--- config.mk ---
export PLATFORM = sky130hd
export DESIGN_NAME = wshb_frame_reader_flat
export DESIGN_NICKNAME = d
export VERILOG_FILES = /design/src/rtl/wshb_frame_reader_pkg.sv /design/src/rtl/wshb_frame_reader_if.sv /design/src/rtl/wshb_frame_reader_pix_addr_counter.sv /design/src/rtl/wshb_frame_reader.sv /design/src/flat_wrapper.sv
export SDC_FILE = /design/constraint.sdc
export NUM_CORES = 1
export LEC_CHECK = 0
export ABC_AREA = 0
export CORE_MARGIN = 2
export CORE_UTILIZATION = 49
export CTS_CLUSTER_SIZE = 30
export DETAILED_ROUTE_END_ITERATION = 12
export PLACE_DENSITY = 0.86
export SLEW_MARGIN = 20
export SYNTH_ARGS = -nofsm -noshare
export SYNTH_HDL_FRONTEND = slang
export SYNTH_SLANG_ARGS = --single-unit
--- constraint.sdc ---
create_clock -name wshb_clk -period 4.4 [get_ports wshb_clk]
set_input_delay 0.88 -clock wshb_clk [delete_from_list [all_inputs] [get_ports wshb_clk]]
set_output_delay 0.88 -clock wshb_clk [all_outputs]
set_load 0.005 [all_outputs]
--- src/rtl/wshb_frame_reader_pkg.sv ---
`default_nettype none
// ----------------------------------------------------------------------------
// Package : video_pkg
// Types and default constants shared by the frame reader and the VGA stage.
// Rev     : 1.0
// ----------------------------------------------------------------------------
package video_pkg;

  localparam int DEF_HDISP  = 800;
  localparam int DEF_VDISP  = 480;
  localparam int WORD_BYTES = 4;

  // Bits [23:0] carry RGB; the top byte is ignored downstream.
  typedef logic [31:0] pixel_word_t;

  typedef enum logic [1:0] {
    IDLE  = 2'd0,
    READ  = 2'd1,
    PAUSE = 2'd2
  } state_t;

endpackage
`default_nettype wire

--- src/rtl/wshb_frame_reader_if.sv ---
`default_nettype none
// ----------------------------------------------------------------------------
// Interface : wshb_frame_reader_if
// Wishbone classic read bus between the frame reader and the SDRAM slave.
// Rev       : 1.0
// ----------------------------------------------------------------------------
interface wshb_frame_reader_if;
  import video_pkg::*;

  logic [31:0] adr;
  logic        cyc;
  logic        stb;
  logic        we;
  logic [3:0]  sel;
  logic [2:0]  cti;
  logic [1:0]  bte;
  pixel_word_t dat_sm;
  logic        ack;

  modport master (
    output adr, cyc, stb, we, sel, cti, bte,
    input  dat_sm, ack
  );

  modport slave (
    input  adr, cyc, stb, we, sel, cti, bte,
    output dat_sm, ack
  );

endinterface
`default_nettype wire

--- src/rtl/wshb_frame_reader_pix_addr_counter.sv ---
`default_nettype none
// ----------------------------------------------------------------------------
// Module : pix_addr_counter
// Wrapping raster pixel index with a matching registered byte address.
// Rev    : 1.0
// ----------------------------------------------------------------------------
module pix_addr_counter
  import video_pkg::*;
#(
  parameter int          HDISP     = DEF_HDISP,
  parameter int          VDISP     = DEF_VDISP,
  parameter logic [31:0] BASE_ADDR = 32'h0000_0000,
  localparam int         C_IDX_W   = (HDISP * VDISP > 1) ? $clog2(HDISP * VDISP) : 1
) (
  input  wire logic               clk,
  input  wire logic               rst_n,
  input  wire logic               clr,
  input  wire logic               inc,
  output logic      [C_IDX_W-1:0] idx,
  output logic      [31:0]        adr,
  output logic                    wrap
);

  localparam logic [C_IDX_W-1:0] C_LAST = C_IDX_W'(HDISP * VDISP - 1);

  logic [C_IDX_W-1:0] r_idx;
  logic [31:0]        r_adr;

  assign wrap = inc && (r_idx == C_LAST);

  // Address tracks the index incrementally so no multiplier is needed.
  always_ff @(posedge clk or negedge rst_n) begin
    if (!rst_n) begin
      r_idx <= '0;
      r_adr <= BASE_ADDR;
    end else if (clr || wrap) begin
      r_idx <= '0;
      r_adr <= BASE_ADDR;
    end else if (inc) begin
      r_idx <= r_idx + 1'b1;
      r_adr <= r_adr + 32'(WORD_BYTES);
    end
  end

  assign idx = r_idx;
  assign adr = r_adr;

endmodule
`default_nettype wire

--- src/rtl/wshb_frame_reader.sv ---
`default_nettype none
// ----------------------------------------------------------------------------
// Module : wshb_frame_reader
// Wishbone classic read master streaming the framebuffer into the pixel FIFO.
// Rev    : 1.0
// ----------------------------------------------------------------------------
module wshb_frame_reader
  import video_pkg::*;
#(
  parameter int          HDISP     = DEF_HDISP,
  parameter int          VDISP     = DEF_VDISP,
  parameter logic [31:0] BASE_ADDR = 32'h0000_0000
) (
  input  wire logic           wshb_clk,
  input  wire logic           wshb_rst_n,
  input  wire logic           enable,
  wshb_frame_reader_if.master wshb,
  output pixel_word_t         fifo_wdata,
  output logic                fifo_write,
  input  wire logic           fifo_afull,
  output logic                frame_start
);

  localparam int C_IDX_W = (HDISP * VDISP > 1) ? $clog2(HDISP * VDISP) : 1;

  state_t             r_state;
  state_t             w_next;
  logic               w_read;
  logic               w_acc;
  logic               w_clr;
  logic               w_wrap_unused;
  logic               r_frame_start;
  logic [C_IDX_W-1:0] w_idx;
  logic [31:0]        w_adr;

  assign w_acc = wshb.ack & w_read;
  // Rewind whenever disabled, except while an access is still awaiting its ack.
  assign w_clr = ~enable & ((r_state != READ) | w_acc);

  pix_addr_counter #(
    .HDISP     (HDISP),
    .VDISP     (VDISP),
    .BASE_ADDR (BASE_ADDR)
  ) u_cnt (
    .clk   (wshb_clk),
    .rst_n (wshb_rst_n),
    .clr   (w_clr),
    .inc   (w_acc),
    .idx   (w_idx),
    .adr   (w_adr),
    .wrap  (w_wrap_unused)
  );

  always_ff @(posedge wshb_clk or negedge wshb_rst_n) begin
    if (!wshb_rst_n) r_state <= IDLE;
    else             r_state <= w_next;
  end

  always_comb begin
    w_next = r_state;
    case (r_state)
      IDLE:    if (enable && !fifo_afull) w_next = READ;
      READ: begin
        if (w_acc) begin
          if (!enable)        w_next = IDLE;
          else if (fifo_afull) w_next = PAUSE;
        end
      end
      PAUSE: begin
        if (!enable)          w_next = IDLE;
        else if (!fifo_afull) w_next = READ;
      end
      default: w_next = IDLE;
    endcase
  end

  always_comb begin
    w_read = (r_state == READ);
  end

  always_ff @(posedge wshb_clk or negedge wshb_rst_n) begin
    if (!wshb_rst_n) r_frame_start <= 1'b0;
    else             r_frame_start <= w_acc && (w_idx == '0);
  end

  assign wshb.adr = w_adr;
  assign wshb.cyc = w_read;
  assign wshb.stb = w_read;
  assign wshb.we  = 1'b0;
  assign wshb.sel = 4'b1111;
  assign wshb.cti = 3'b000;
  assign wshb.bte = 2'b00;

  assign fifo_write  = w_acc;
  assign fifo_wdata  = w_acc ? wshb.dat_sm : '0;
  assign frame_start = r_frame_start;

endmodule
`default_nettype wire

--- src/flat_wrapper.sv ---
// flat-port wrapper written by rule: the top's interface ports become plain ports
module wshb_frame_reader_flat import video_pkg::*;
#(
  parameter int          HDISP     = DEF_HDISP,
  parameter int          VDISP     = DEF_VDISP,
  parameter logic [31:0] BASE_ADDR = 32'h0000_0000
)
  (wshb_clk, wshb_rst_n, enable, fifo_wdata, fifo_write, fifo_afull, frame_start, wshb_adr, wshb_cyc, wshb_stb, wshb_we, wshb_sel, wshb_cti, wshb_bte, wshb_dat_sm, wshb_ack);
  wshb_frame_reader_if wshb_i ();
  input  wire logic wshb_clk;
  input  wire logic wshb_rst_n;
  input  wire logic enable;
  output pixel_word_t fifo_wdata;
  output logic fifo_write;
  input  wire logic fifo_afull;
  output logic frame_start;
  output wire logic [$bits(wshb_i.adr)-1:0] wshb_adr;
  output wire logic [$bits(wshb_i.cyc)-1:0] wshb_cyc;
  output wire logic [$bits(wshb_i.stb)-1:0] wshb_stb;
  output wire logic [$bits(wshb_i.we)-1:0] wshb_we;
  output wire logic [$bits(wshb_i.sel)-1:0] wshb_sel;
  output wire logic [$bits(wshb_i.cti)-1:0] wshb_cti;
  output wire logic [$bits(wshb_i.bte)-1:0] wshb_bte;
  input wire logic [$bits(wshb_i.dat_sm)-1:0] wshb_dat_sm;
  input wire logic [$bits(wshb_i.ack)-1:0] wshb_ack;
  assign wshb_adr = wshb_i.adr;
  assign wshb_cyc = wshb_i.cyc;
  assign wshb_stb = wshb_i.stb;
  assign wshb_we = wshb_i.we;
  assign wshb_sel = wshb_i.sel;
  assign wshb_cti = wshb_i.cti;
  assign wshb_bte = wshb_i.bte;
  assign wshb_i.dat_sm = wshb_dat_sm;
  assign wshb_i.ack = wshb_ack;
  wshb_frame_reader #(.HDISP(HDISP), .VDISP(VDISP), .BASE_ADDR(BASE_ADDR)) u_core (.wshb_clk(wshb_clk), .wshb_rst_n(wshb_rst_n), .enable(enable), .wshb(wshb_i), .fifo_wdata(fifo_wdata), .fifo_write(fifo_write), .fifo_afull(fifo_afull), .frame_start(frame_start));
endmodule
==> results.toml <==
[timing]
period_needed_ps = 3430
post-route-period-util = 0.781
max_slew_margin = 0.423
worst_slack_ps = 966
worst_pin_slew_ps = 864
holdWs_ps = 499
max_clock_freq_ghz = 0.291
rsz0062_at_grt = "no"
final-hold-violation-count = 0
clock_skew_ps = 9.65
drv_slew = 0
tns_ps = 0
setup_viol = 0

[power_and_ir_drop]
ir_drop_uv = 170
totalPowerFinal_mw = 0.951
power.leakage_nw = 1.80
power_density_mw_per_mm2 = 222

[drt]
dr.first_iter.drc_count = 200
route.detailed.drc = 0
avgViaCountPerCell = 5.85
firstDrtPassIters = 5
wl_per_cell_um = 15.8
antenna_left = 0
vias = 3189
postRouteWirelength_um = 8620

[status]
status = "completed"

[final_layout]
final_nets = 507
drive_gt1_frac = 0.0363
fillCellCount = 517
finalInstanceArea_sq_mm = 0.00428
n_antenna_cell = 0
fin_util = 0.674
area_growth_pct = 32.7
fin_cells = 545

[die]
core_area_sq_mm = 0.00635
ios = 115
dieArea_sq_mm = 0.00725
die_y_um = 85.2
die_w_um = 85.2
initial_utilization = 0.508
num_rows = 29

[synthesis]
yosys.cell_types.count = 42
ys_ff_latch = 52
synth-edff-count = 0
synth_top_area_share = 0.403
yosysMostFrequentCell = "dfrtp_1"
synthMuxAreaShare = 0
synth.avg_cell_area_sq_um = 8.51
synth-compound-area-share = 0.127
synthArstFlopShare = 1.00
synth.area.top_cells = "dfrtp_1 40%, and3_1 8.1%, nand3_1 6.7%"
synth_top_family_by_area = "simple AND/OR/NAND/NOR gates"
synth_fa_ha_area_frac = 0.0116
synth_cells = 379
synth_simple_gate_area_frac = 0.339
netlist_area_sq_mm = 0.00323
synthXorXnorAreaFrac = 0.0326
synth_top_flop_cell = "dfrtp_1"
synth-seq-area-share = 0.403
yosysTopAreaCell = "dfrtp_1"
synthTopCellsByCount = "52 x dfrtp_1, 43 x nand3_1, 42 x and3_1, 42 x nand2_1, 18 x nand4_1"
ys_warn_count = 0

[setup_path]
endpoint_kind = "output pin"
path_class = "in2out"
arrival_ps = 2550
cp_max_fo = 19
critical_path_required_ps = 3520
cp-start-kind = "primary input"

[grt]
grt_pass1_wl_um = 13800
grt_max_degree = 53
grt_usage = 0.234
grt_pass1_vias = 2973
gr-total-overflow = 0
antenna_found_initial = 0

[place]
placed_cells = 537
place.gp.congestion = 0.878
dp_hpwl_um = 6330
io_buffers = 102
preCtsSetupSlack_ps = 957
placed_area_sq_mm = 0.00419

[cts]
ctsHtreeMaxLevel = 2
cts_tree = "built"
cts_resized = 0
clk_pin_slew_ps = 90
cts_sinks = 52
cts_buffers = 5
root_buffer = "clkbuf_8"
holdBufCountCts = 0
clock_latency_ps = 310
cts_setup_buffers = 0
cts.path.max_buffers = 2

[job]
max_cap_violations = 0

[min_path]
worstHoldPathType = "reg2reg"
worst max-delay path, stage by stage:
cell             delay (ps)
clkdlybuf4s50_1         730
buf_4                   250
and3_1                  190
clkdlybuf4s50_1         500
path summary, 6_finish.rpt:
path / from / end / slack [ps] / depth (start not counted)
setup / recovery: wshb_ack / fifo_wdata[13] / 970 / 4
hold / removal: u_core.r_state[1]$_DFFE_PN0P_ / u_core.r_state[0]$_DFFE_PN0P_ / 500 / 1
setup reg to reg: u_core.u_cnt.idx[13]$_DFFE_PN0N_ / u_core.u_cnt.idx[7]$_DFFE_PN0N_ / 1730 / 6
hold reg to reg: u_core.r_state[1]$_DFFE_PN0P_ / u_core.r_state[0]$_DFFE_PN0P_ / 500 / 1
max in group asynchronous: wshb_rst_n / u_core.u_cnt.adr[20]$_DFFE_PN0N_ / 3280 / 2
min in group asynchronous: wshb_rst_n / u_core.u_cnt.adr[2]$_DFFE_PN0N_ / 670 / 2
logic make-up (layout without fill, tap and decap cells):
kind of cell / count (synthesis) / count (layout)
buffers and inverters: 48 / 127
adders and majority gates: 3 / 3
DFF: 52 / 52
other: 2 / 12
and+or+nand+nor: 204 / 204
xor gates and xnor gates: 12 / 12
AOI/OAI and AO/OA: 58 / 58
area by class of cell:
| class | instances | area (sq um) | share of cell area |
|---|---|---|---|
| clock buffers | 6 | 82.6 | 0.0193 |
| clock inverters | 2 | 10.0 | 0.00234 |
| inverters | 11 | 41.3 | 0.00964 |
| multi-input cells | 289 | 1690 | 0.395 |
| flip-flops and latches | 52 | 1300 | 0.304 |
| well taps | 77 | 96.3 | 0.0225 |
| repair buffers | 108 | 1060 | 0.248 |
sequential cells by signal (all words and copies together) (netlist names):
| name | flops |
|---|---|
| u_core.u_cnt.adr | 30 |
| u_core.u_cnt.idx | 19 |
| u_core.r_state | 2 |
| u_core.frame_start | 1 |
placed cells by master, fill, tap and decap left out, drive strengths merged, types with 5 or more instances in the layout:
cell,instances
clkdlybuf4s50,101
dfrtp,52
nand3,43
nand2,43
and3,42
nand4,18
nor2,18
o311ai,15
o21ai,13
conb,12
inv,11
nor3,9
nor4,8
xor2,7
o31ai,7
buf,7
a21oi,6
clkbuf,6
and4,5
xnor2,5
nand2b,5
per-layer routing:
| layer | part of all wire | global-route usage |
|---|---|---|
| met5 | 0 | 0 |
| met4 | 0.021 | 0.0794 |
| met3 | 0.067 | 0.0418 |
| met2 | 0.49 | 0.393 |
| met1 | 0.42 | 0.305 |
report_power, final:
part	switching [mW]	leakage, nW	internal (mW)	total (mW)
clock	0.154	0.0510	0.126	0.280
combinational	0.0863	1.03	0.0873	0.174
sequential	0.0107	0.722	0.486	0.497
total	0.251	1.80	0.700	0.951
No activity file was read; power rests on OpenSTA's default activity.
